[config.mk]
export PLATFORM = sky130hd
export DESIGN_NAME = draw_cmd_arbiter
export DESIGN_NICKNAME = d
export VERILOG_FILES = /design/src/rtl/draw_cmd_arbiter.sv
export SDC_FILE = /design/constraint.sdc
export NUM_CORES = 1
export LEC_CHECK = 0
export BUFFER_PORTS_ARGS = -buffer_cell sky130_fd_sc_hd__buf_2
export CAP_MARGIN = 20
export CORE_MARGIN = 2
export CORE_UTILIZATION = 45
export CTS_BUF_LIST = sky130_fd_sc_hd__clkbuf_16
export CTS_CLUSTER_DIAMETER = 150
export CTS_CLUSTER_SIZE = 24
export DETAILED_ROUTE_END_ITERATION = 10
export PLACE_DENSITY = 0.78
export SYNTH_ARGS = -nofsm -noshare
export SYNTH_HDL_FRONTEND = slang
export SYNTH_SLANG_ARGS = --single-unit
[constraint.sdc]
create_clock -name clk -period 6.51 [get_ports clk]
set_input_delay 0.3255 -clock clk [delete_from_list [all_inputs] [get_ports clk]]
set_output_delay 0.3255 -clock clk [all_outputs]
set_load 0.02 [all_outputs]
[src/rtl/draw_cmd_arbiter.sv]
// draw_cmd_arbiter
//   Two-requester round-robin arbiter that streams draw-command packets
//   (1..4 words) into the DrawUnit command FIFO. A packet is atomic: once a
//   requester is granted, the grant holds until all of its words are written.
//   Every packet is followed by one IDLE cycle in which arbitration happens.
//
// Ports
//   clk            system clock, rising edge
//   reset          synchronous, active-low
//   req0/req1      packet request per requester
//   len0/len1      packet length in words, sampled at grant (0 means 4)
//   data0/data1    command word per requester
//   valid0/valid1  data word valid per requester
//   ready0/ready1  word accepted when valid & ready
//   full           DrawUnit FIFO full, stalls the transfer
//   we             FIFO write strobe
//   data           FIFO write data (0 while idle)
//   gnt            one-hot current grant, 00 while idle
//   wcount         running count of words written, wraps at 16 bits
module draw_cmd_arbiter (
  input  logic        clk,
  input  logic        reset,
  input  logic        req0,
  input  logic        req1,
  input  logic [1:0]  len0,
  input  logic [1:0]  len1,
  input  logic [15:0] data0,
  input  logic [15:0] data1,
  input  logic        valid0,
  input  logic        valid1,
  input  logic        full,
  output logic        ready0,
  output logic        ready1,
  output logic        we,
  output logic [15:0] data,
  output logic [1:0]  gnt,
  output logic [15:0] wcount
);

  typedef enum logic [1:0] {IDLE, GRANT0, GRANT1} state_t;

  state_t      state, state_nxt;
  logic        last, last_nxt;   // requester granted most recently
  logic [2:0]  cnt, cnt_nxt;     // words still to be written in this packet

  // 2-bit length code to word count: 0 encodes a 4-word packet
  function automatic logic [2:0] words(input logic [1:0] len);
    words = (len == 2'd0) ? 3'd4 : {1'b0, len};
  endfunction

  always_comb begin
    state_nxt = state;
    last_nxt  = last;
    cnt_nxt   = cnt;
    gnt       = 2'b00;
    ready0    = 1'b0;
    ready1    = 1'b0;
    we        = 1'b0;
    data      = 16'd0;
    case (state)
      IDLE: begin
        // on a tie, the requester that did not win last time goes first
        if (req0 && (!req1 || last)) begin
          state_nxt = GRANT0;
          last_nxt  = 1'b0;
          cnt_nxt   = words(len0);
        end else if (req1) begin
          state_nxt = GRANT1;
          last_nxt  = 1'b1;
          cnt_nxt   = words(len1);
        end
      end
      GRANT0: begin
        gnt    = 2'b01;
        ready0 = ~full;
        we     = valid0 & ~full;
        data   = data0;
      end
      GRANT1: begin
        gnt    = 2'b10;
        ready1 = ~full;
        we     = valid1 & ~full;
        data   = data1;
      end
      default: state_nxt = IDLE;
    endcase
    // request lines are ignored while granted; only the word count ends a packet
    if (we) begin
      cnt_nxt = cnt - 3'd1;
      if (cnt == 3'd1) state_nxt = IDLE;
    end
  end

  always_ff @(posedge clk) begin
    if (!reset) begin
      state  <= IDLE;
      cnt    <= 3'd0;
      last   <= 1'b1;
      wcount <= 16'd0;
    end else begin
      state  <= state_nxt;
      cnt    <= cnt_nxt;
      last   <= last_nxt;
      wcount <= wcount + {15'd0, we};
    end
  end

endmodule
==> flow_metrics.py <==
metrics = {
    "run_status": {
        "outcome": "complete, no violations",
    },
    "placement": {
        "gp_congestion": 0.7957,
        "dp_cells": 293,
        "place.port_buffers": 79,
        "dp_hpwl_um": 2708,
    },
    "die": {
        "start_util_pct": 46.69,
        "dieWidth_um": 60.05,
        "coreArea_mm2": 0.003028,
        "placementRows": 20,
        "dieArea_mm2": 0.003606,
        "io_pins": 80,
        "die-height_um": 60.05,
    },
    "grt": {
        "grt_pass1_vias": 1336,
        "grt_pass1_wl_um": 5278,
        "grt.overflow.total": 0,
        "grt_use_total_pct": 18.76,
        "antenna_found_initial": 0,
        "grt_max_degree": 19,
    },
    "worst_setup_path": {
        "worst_ep_required_time_ns": 6.64,
        "worstPathArrival_ns": 2.92,
        "critPathLaunchType": "flip-flop",
        "cp-end-kind": "flip-flop",
        "critical_path.max_fanout": 18,
        "path_class": "flip-flop to flip-flop",
    },
    "power": {
        "p_int_mw": 0.2673,
        "p_switching_mw": 0.1108,
        "power.leakage_nw": 0.8699,
        "clock_power_share_pct": 34.1,
        "p_comb_share_pct": 27.7,
        "pwr-share-seq_pct": 38.3,
        "switching_share_pct": 29.30,
        "p_per_area_mw_per_mm2": 198.4,
        "vdd_ir_drop_max_v": 0.0001358,
    },
    "finish": {
        "register_area_um2": 440.4,
        "antenna_cells": 0,
        "nFillCells": 292,
        "drive_gt1_share_pct": 33.20,
        "nNetsFinal": 306,
        "multi_input_area_um2": 898.4,
        "final_cell_mix": "buf_2, dfxtp_1, nor2b_1",
        "instances_no_fill": 297,
        "area_growth_pct": 34.78,
        "final_common_cell": "buf_2",
    },
    "clock_tree": {
        "htreeDepth": 1,
        "root_buffer": "clkbuf_16",
        "clock_sinks": 22,
        "cts_hold_buf": 0,
        "cts_tree": "done",
        "ctsResizeCount": 0,
        "clkTransAtPathRegs_ns": 0.06,
        "clk_latency_ns": 0.25,
        "cts_buffers": 3,
        "clockBufferDepth": 2,
        "post_cts_buffers": 0,
    },
    "detailed_routing": {
        "via_per_inst": 5.141,
        "drt_first_pass_iters": 4,
        "top_layer_used": "met4",
        "vias": 1527,
        "wl_met2_um": 1643,
        "wl_per_cell_um": 11.77,
        "drtIter0Drc": 86,
        "drtAntennaViolNets": 0,
        "drc_errors": 0,
        "wl_met3_um": 243,
        "wl_um": 3497,
        "wl_met1_um": 1563,
    },
    "synth": {
        "synth.ff_latch_count": 22,
        "avgSynthCellArea_um2": 7.943,
        "synth_xor_area_share_pct": 6.195,
        "netlist_instances": 178,
        "synth_top_family_by_area": "simple AND/OR/NAND/NOR gates",
        "synth-simple-area-share_pct": 29.20,
        "seq_area_frac_synth_pct": 31.15,
        "synth.area.mux_share_pct": 1.416,
        "syn-num-nets": 230,
        "synth_edf_count": 0,
        "yosysWarnings": 0,
        "async_flop_share_pct": 0,
        "synth_compound_area_share_pct": 18.76,
        "yosysUniqueCellTypes": 32,
        "synth_ff_type": "dfxtp_1",
        "netlist_area_mm2": 0.001414,
        "synth_fa_ha_area_share_pct": 7.965,
    },
    "timing": {
        "rsz0062_at_grt": "no",
        "hold_viol": 0,
        "post-route-min-period_ns": 2.789,
        "clock.fmax_mhz": 358.5,
        "max-slew-margin-rel_pct": 60.51,
        "period_share_pct": 42.84,
        "setup_viol": 0,
        "drv_slew": 0,
        "worstMarginPinSlew_ns": 0.5924,
        "clock_skew_ns": 0.003305,
        "finalSetupTns_ns": 0,
    },
    "worst_hold_path": {
        "hp-class": "primary input to flip-flop",
    },
    "flow_run": {
        "cap_viol_max_count": 0,
    },
}
## state kept, by name, summed over array words and instances, names as in the netlist
signal,flops
cnt,3
state,2
last,1
wcount,16
## layout make-up
type	count	area share (%)
Multi-Input combinational cell	138	47.14
Sequential cell	22	23.11
Timing Repair Buffer	79	20.75
Clock buffer	3	3.940
Tap cell	44	2.889
Inverter	10	1.970
Clock inverter	1	0.1970
## power groups by stage
stage	combinational, mW	clock [mW]	sequential [mW]
after floorplan	0.0719	0	0.148
after global placement	0.103	0	0.147
after detailed placement	0.104	0	0.148
after CTS	0.105	0.131	0.145
after global routing	0.116	0.138	0.146
final	0.105	0.129	0.145
## synthesized netlist by cell type (all sizes together) (3+ instances only)
library cell / count / area, um2
nand2: 8 / 30.03
inv: 10 / 37.54
o21ai: 7 / 35.03
nor2: 18 / 67.56
nand3: 4 / 20.02
a22oi: 16 / 120.1
nor4: 4 / 25.02
nor3: 7 / 35.03
a21oi: 10 / 50.05
clkbuf: 6 / 22.52
ha: 9 / 112.6
or4: 3 / 26.27
nor2b: 19 / 118.9
dfxtp: 22 / 440.4
nand4: 4 / 25.02
xnor2: 8 / 70.07
## critical path, stage by stage, from the launching register on
cell	delay (ns)
dfxtp_1	0.35
inv_1	0.11
ha_1	0.55
mux2i_1	0.24
or2_2	0.37
nor2_1	0.10
ha_1	0.22
nand2_1	0.13
nor4_1	0.38
xnor2_1	0.16
nor2_1	0.05
## per-stage QoR
step / util [%] / worst slack (ns) / area (um2) / hold slack (ns) / power, mW
after CTS: 62.93 / 3.690 / 1906 / 0.3478 / 0.3805
after floorplan: - / 4.098 / 1414 / 0.4953 / 0.2195
after global routing: 62.93 / 3.392 / 1906 / 0.3720 / 0.3997
after global placement: 60.33 / 3.835 / 1827 / 0.4587 / 0.2505
final: 62.93 / 3.721 / 1906 / 0.3426 / 0.3781
after detailed placement: 60.33 / 3.718 / 1827 / 0.4725 / 0.2519
## logic make-up after synthesis
logic type,count (synthesis)
adders and majority gates,9
DFF,22
buffers and inverters,18
and+or+nand+nor,77
muxes,2
xor gates and xnor gates,10
AOI/OAI and AO/OA,40
## worst paths after layout
| path | cells after the start | slack, ns | startpoint | to |
|---|---|---|---|---|
| min | 2 | 0.34 | reset | last$_SDFFE_PN1P_ |
| max reg2reg | 10 | 3.72 | state[0]$_SDFF_PN0_ | wcount[14]$_SDFF_PN0_ |
| max | 10 | 3.72 | state[0]$_SDFF_PN0_ | wcount[14]$_SDFF_PN0_ |
| min reg2reg | 2 | 0.48 | wcount[15]$_SDFF_PN0_ | wcount[15]$_SDFF_PN0_ |
## layer usage
metal  track usage, %  up-vias
met2            32.45       52
met4            8.889        0
met5                0        -
li1                 -      780
met3            2.381        5
met1            22.78      690
Power figures use the tool's default switching activity.
